<file path="config.mk">
export PLATFORM = sky130hd
export DESIGN_NAME = cpu_run_ctrl
export DESIGN_NICKNAME = d
export VERILOG_FILES = /design/src/rtl/cpu_run_ctrl.sv
export SDC_FILE = /design/constraint.sdc
export NUM_CORES = 1
export LEC_CHECK = 0
export BUFFER_PORTS_ARGS = -buffer_cell sky130_fd_sc_hd__buf_2
export CAP_MARGIN = 10
export CORE_MARGIN = 1
export CORE_UTILIZATION = 40
export DETAILED_ROUTE_END_ITERATION = 10
export SYNTH_ARGS = -nofsm -noshare
export SYNTH_HDL_FRONTEND = slang
export SYNTH_SLANG_ARGS = --single-unit
</file>
<file path="constraint.sdc">
create_clock -name Clock -period 6.45 [get_ports Clock]
set_input_delay 1.935 -clock Clock [delete_from_list [all_inputs] [get_ports Clock]]
set_output_delay 1.935 -clock Clock [all_outputs]
set_load 0.02 [all_outputs]
</file>
<file path="src/rtl/cpu_run_ctrl.sv">
// Run-control FSM in front of the single-cycle core: core reset sequencing, clock-enable gating, stop-cause reporting.
// Optional breakpoint compare is built when the BREAKPOINT_EN macro is defined.
module cpu_run_ctrl #(
  parameter int CNT_W   = 16,
  parameter int RST_CYC = 4
`ifdef BREAKPOINT_EN
  ,
  parameter int PC_W    = 16
`endif
) (
  input  logic             Clock,
  input  logic             ResetN,
  input  logic             Start,
  input  logic             Stop,
  input  logic             StepMode,
  input  logic             Step,
  input  logic [CNT_W-1:0] Budget,
  input  logic             Halt,
`ifdef BREAKPOINT_EN
  input  logic [PC_W-1:0]  Pc,
  input  logic [PC_W-1:0]  BreakAddr,
  input  logic             BreakArm,
`endif
  output logic             CpuRstN,
  output logic             CpuEn,
  output logic             Running,
  output logic             Done,
  output logic [1:0]       DoneCause,
  output logic [CNT_W-1:0] CycleCount
);

  localparam int RW = (RST_CYC > 1) ? $clog2(RST_CYC) : 1;
  localparam logic [RW-1:0] RST_LAST = RW'(RST_CYC - 1);

  typedef enum logic [1:0] {
    st_idle      = 2'b00,
    st_reset_cpu = 2'b01,
    st_run       = 2'b10,
    st_done      = 2'b11
  } state_t;

  state_t           state_r;
  state_t           state_nxt_s;
  logic [CNT_W-1:0] budget_r;
  logic [CNT_W-1:0] budget_nxt_s;
  logic [CNT_W-1:0] count_nxt_s;
  logic [CNT_W-1:0] count_inc_s;
  logic [1:0]       cause_nxt_s;
  logic [RW-1:0]    rst_cnt_r;
  logic [RW-1:0]    rst_cnt_nxt_s;
  logic             cpu_en_s;
  logic             bp_hit_s;
  logic             budget_hit_s;

  // Core enable is the only combinational output: it must follow Step/StepMode in the same cycle.
  assign cpu_en_s = (state_r == st_run) && (StepMode ? Step : 1'b1);
  assign CpuEn    = cpu_en_s;

`ifdef BREAKPOINT_EN
  assign bp_hit_s = cpu_en_s && BreakArm && (Pc == BreakAddr);
`else
  assign bp_hit_s = 1'b0;
`endif

  assign count_inc_s  = (CycleCount == {CNT_W{1'b1}}) ? CycleCount
                        : CycleCount + {{(CNT_W-1){1'b0}}, 1'b1};
  assign budget_hit_s = cpu_en_s && (budget_r != {CNT_W{1'b0}}) && (count_inc_s == budget_r);

  // Next-state, budget latch, cycle count and stop-cause selection.
  always_comb begin
    state_nxt_s   = state_r;
    budget_nxt_s  = budget_r;
    count_nxt_s   = CycleCount;
    cause_nxt_s   = DoneCause;
    rst_cnt_nxt_s = rst_cnt_r;
    case (state_r)
      st_idle, st_done: begin
        if (Start) begin
          state_nxt_s   = st_reset_cpu;
          budget_nxt_s  = Budget;
          count_nxt_s   = {CNT_W{1'b0}};
          cause_nxt_s   = 2'b00;
          rst_cnt_nxt_s = {RW{1'b0}};
        end else begin
          state_nxt_s   = state_r;
        end
      end
      st_reset_cpu: begin
        if (rst_cnt_r == RST_LAST) begin
          state_nxt_s   = st_run;
          rst_cnt_nxt_s = {RW{1'b0}};
        end else begin
          rst_cnt_nxt_s = rst_cnt_r + {{(RW-1){1'b0}}, 1'b1};
        end
      end
      st_run: begin
        if (cpu_en_s) begin
          count_nxt_s = count_inc_s;
        end else begin
          count_nxt_s = CycleCount;
        end
        // Halt outranks breakpoint, which outranks budget, which outranks Stop.
        if (cpu_en_s && Halt) begin
          state_nxt_s = st_done;
          cause_nxt_s = 2'b10;
        end else if (bp_hit_s) begin
          state_nxt_s = st_done;
          cause_nxt_s = 2'b11;
        end else if (budget_hit_s) begin
          state_nxt_s = st_done;
          cause_nxt_s = 2'b01;
        end else if (Stop) begin
          state_nxt_s = st_done;
          cause_nxt_s = 2'b11;
        end else begin
          state_nxt_s = st_run;
        end
      end
      default: begin
        state_nxt_s = st_idle;
      end
    endcase
  end

  // State and registered outputs; status flags are decoded from the next state so they align with it.
  always_ff @(posedge Clock or negedge ResetN) begin
    if (!ResetN) begin
      state_r    <= st_idle;
      budget_r   <= {CNT_W{1'b0}};
      rst_cnt_r  <= {RW{1'b0}};
      CpuRstN    <= 1'b0;
      Running    <= 1'b0;
      Done       <= 1'b0;
      DoneCause  <= 2'b00;
      CycleCount <= {CNT_W{1'b0}};
    end else begin
      state_r    <= state_nxt_s;
      budget_r   <= budget_nxt_s;
      rst_cnt_r  <= rst_cnt_nxt_s;
      CpuRstN    <= (state_nxt_s == st_run) || (state_nxt_s == st_done);
      Running    <= (state_nxt_s == st_reset_cpu) || (state_nxt_s == st_run);
      Done       <= (state_nxt_s == st_done);
      DoneCause  <= cause_nxt_s;
      CycleCount <= count_nxt_s;
    end
  end

endmodule

</file>
Word-level counts from Yosys, hierarchy flattened:

Cells that the tools add are included.

* register bits: 41
* input bits: 23
* output and inout bits: 22
* logic and storage cells: 55

* $add $sub $neg: 2
* equality and inequality tests: 12
* multiplexer cells: 18
* reductions and logical operators: 15

Operators with widths (count)
* 16-bit 2-to-1 mux: 3
* 16-bit one-hot mux with 2 select lines: 1
* 16-bit by 1-bit adder with 16-bit output, second input constant: 1
* 16-bit equality test: 1
* 16-bit equality test, second input constant: 1
* 16-bit nonzero test: 1
* 2-bit 2-to-1 mux: 7
* 2-bit equality test, second input constant: 5
* 2-bit one-hot mux with 2 select lines: 2
* 2-bit one-hot mux with 3 select lines: 1
* 3-bit AND reduction: 2
* 2-bit by 1-bit equality test with 1-bit output, second input constant: 2
* 1-bit logical AND: 4
* 1-bit 2-to-1 mux: 4
* 2-bit inequality test, second input constant: 2
* 4-bit by 3-bit inequality test with 1-bit output, second input constant: 1
* 2-bit AND reduction: 2
* 2-bit nonzero test: 2
* 2-bit by 1-bit adder with 2-bit output, second input constant: 1
* 2-bit zero test: 1
* 1-bit logical OR: 2
* 2-bit OR reduction: 1

Longest topological paths before layout:

* depth in word-level cells: 9
* mapped depth: 12
* gate-level depth less buffers: 10

Least setup slack after synthesis:

No wires, ideal clock.

* path type: in2out
* from: input Step
* to: output CpuEn
* arrival: 2.462 ns
* required time: 4.515 ns
* path slack: 2.053 ns
* cell stages on the path: 2
* buffers on the path: 0
* cells stage by stage: inv_1 -> a21boi_1

* longest elaborated chain between the ends: 2

Ends and longest elaborated chain
* start, declared: RTL line 16 `input logic Step,`
* 1-bit 2-to-1 mux: RTL line 56 `assign cpu_en_s = (state_r == st_run) && (StepMode ? Step : 1'b1);`
* 1-bit logical AND: RTL line 56
* end, declared: RTL line 25 `output logic CpuEn,`

No other way between the ends.

Worst setup path in the final report:

Same ends and word-level chain as after synthesis.

==> impl_metrics.py <==
metrics = {
    "floorplan": {
        "initial_core_util_pct": 42.5,
        "fp.dieH_um": 85.0,
        "die_area_mm2": 0.00723,
        "core_area_mm2": 0.00649,
        "io_pins": 45,
        "row_count": 29,
        "die_w_um": 85.0,
    },
    "global_route": {
        "first_global_vias": 2382,
        "grt_max_degree": 42,
        "antenna_found_initial": 0,
        "grt_first_pass_wirelength_um": 12000,
        "gr-usage-all-layers_pct": 21.4,
        "grt_overflow": 0,
    },
    "worst_setup_path": {
        "path_class": "in -> out",
        "start_kind": "input port",
        "cp.required_ns": 4.51,
        "arrival_ns": 2.66,
        "cp_max_fo": 6,
        "cp-end-kind": "output pin",
    },
    "hold_path": {
        "worst_hold_path_type": "reg -> reg",
    },
    "logic_synthesis": {
        "synthDistinctLibCells": 63,
        "synthFlopType": "dfrtp_1",
        "synth_compound_area_share_pct": 21.7,
        "synth_top_family_by_area": "compound AO/OA/AOI/OAI gates",
        "async_flop_share_pct": 100,
        "seq_area_frac_synth_pct": 37.2,
        "synth_xor_area_share_pct": 4.76,
        "synth_warnings": 0,
        "syn_nets": 325,
        "synth-simple-area-share_pct": 21.5,
        "syn_inst": 296,
        "muxShareOfSynthArea_pct": 6.90,
        "synth_seq_cells": 41,
        "synthesis.area_mm2": 0.00276,
        "synth_edf_count": 0,
        "post_synth.cell_area_avg_um2": 9.32,
        "synth_fa_ha_area_share_pct": 2.72,
    },
    "pwr": {
        "ir_drop_v": 0.000210,
        "leakagePower_nw": 1.34,
        "power_mw": 1.11,
        "power_density_mw_per_mm2": 355,
    },
    "placed_design": {
        "gp_congestion": 0.890,
        "placed_area_mm2": 0.00299,
        "place_hpwl_um": 5060,
        "io_buffers": 44,
        "dpl_worst_slack_ns": 1.85,
    },
    "finish": {
        "syn_to_final_growth_pct": 13.4,
        "nNetsFinal": 358,
        "nFillCells": 632,
        "final_cell_mix": "44 x buf_2, 41 x dfrtp_1, 27 x nand2_1",
        "drive_gt1_share_pct": 25.5,
        "antenna_cells": 0,
        "layout_commonest_cell": "buf_2",
        "multi_input_area_mm2": 0.00159,
        "seq_area_mm2": 0.00103,
        "design_area_mm2": 0.00313,
    },
    "detailed_routing": {
        "vias_per_cell": 5.96,
        "wl_per_cell_um": 17.4,
        "drt_iter0_markers": 181,
        "drcViolationCount": 0,
        "ant_nets": 0,
        "num_vias": 2426,
        "drt_pass1_iterations": 5,
        "finalWirelength_um": 7080,
    },
    "timing": {
        "finalHoldViolCount": 0,
        "finalCritPeriodShare_pct": 71.3,
        "grt_setup_unrepaired": "no",
        "slew_headroom_pct": 37.6,
        "fmax_mhz": 217,
        "fin_skew_ns": 0.00770,
        "min_period_ns": 4.60,
        "setup_viol": 0,
        "worst_slack_ns": 1.85,
        "finalMaxSlewViolations": 0,
        "worst_pin_slew_ns": 0.936,
        "fin_tns_setup_ns": 0,
    },
    "clocking": {
        "cts_setup_buffers": 0,
        "numCtsBuffers": 5,
        "worst_skew_pair.late_latency_ns": 0.31,
        "cts_tree": "yes",
        "htreeDepth": 2,
        "cts_sinks": 41,
        "clk_path_buf_depth": 2,
        "clockRootBuffer": "clkbuf_8",
        "clkTransAtPathRegs_ns": 0.08,
        "ctsHoldBuffers": 0,
        "post_cts_resized": 0,
    },
    "flow_run": {
        "cap_violations": 0,
    },
    "status": {
        "status": "completed",
    },
}
[area by class of cell]
type | instances | area share [%]
multi-input cells | 221 | 50.8
flip-flops and latches | 41 | 32.8
repair buffers | 45 | 7.28
well taps | 77 | 3.08
clock buffers | 5 | 2.20
clock inverters | 3 | 2.08
inverters | 15 | 1.80
[flip-flops by register name, indices dropped and copies added (netlist names)]
name and count:
CycleCount 16, DoneCause 2, rst_cnt_r 2, Done 1, state_r 2, Running 1
budget_r 16, CpuRstN 1
[cell usage after synthesis, types with 3 or more instances]
cell type	instances	area, µm²
nand4_1	9	56.3
xnor2_1	12	105
nand3_1	8	40.0
mux2_2	16	180
o31ai_1	6	45.0
a31oi_1	6	37.5
and4_1	4	35.0
o211ai_1	4	30.0
a21oi_1	14	70.1
nor3_1	6	30.0
clkbuf_1	10	37.5
nand2_1	27	101
o21ai_0	22	110
nor2_1	14	52.6
xor2_1	3	26.3
and3_1	3	18.8
a22o_1	3	26.3
inv_1	14	52.6
dfrtp_1	41	1030
buf_2	5	25.0
ha_1	6	75.1
nor4_1	6	37.5
[cells by family (layout without fill, tap and decap cells)]
kind of cell / after synthesis / after routing
adders and majority gates: 6 / 6
DFF: 41 / 41
xor gates and xnor gates: 15 / 15
and+or+nand+nor: 98 / 98
buffers and inverters: 34 / 68
muxes: 17 / 17
AOI/OAI and AO/OA: 85 / 85
[final timing paths]
kind / start / endpoint / slack [ns] / cells after the start
min in group asynchronous: ResetN / CycleCount[6] / 1.76 / 1
min reg2reg: DoneCause[1] / DoneCause[1] / 0.51 / 1
max in group asynchronous: ResetN / rst_cnt_r[1] / 4.10 / 1
min: DoneCause[1] / DoneCause[1] / 0.51 / 1
max reg2reg: CycleCount[0] / CpuRstN / 2.50 / 10
max: Step / CpuEn / 1.85 / 4
[metrics by stage]
step                util [%]  std cells  hold WS, ns
floorplan                  -        296        0.470
global placement        46.1        399        0.489
detailed placement      46.1        399        0.500
CTS                     48.2        407        0.519
global route            48.2        407        0.543
finish                  48.2        407        0.514
[power by group]
group | internal (mW) | switching (mW)
clock | 0.154 | 0.101
sequential | 0.336 | 0.0957
combinational | 0.199 | 0.224
[critical path: stages]
cell and delay (ns):
buf_2 0.08, inv_1 0.04, a21boi_1 0.36, buf_2 0.25
[per-layer routing]
metal / track usage (%) / part of all wire, % / wire length [µm] / vias up
met4: 6.47 / 1.3 / 91 / 0
met3: 4.38 / 5.4 / 382 / 7
met1: 28.6 / 46 / 3270 / 1159
met2: 34.8 / 47 / 3340 / 77
li1: - / - / - / 1183
met5: 0 / 0 / 0 / -
No activity file was read; power rests on OpenSTA's default activity.
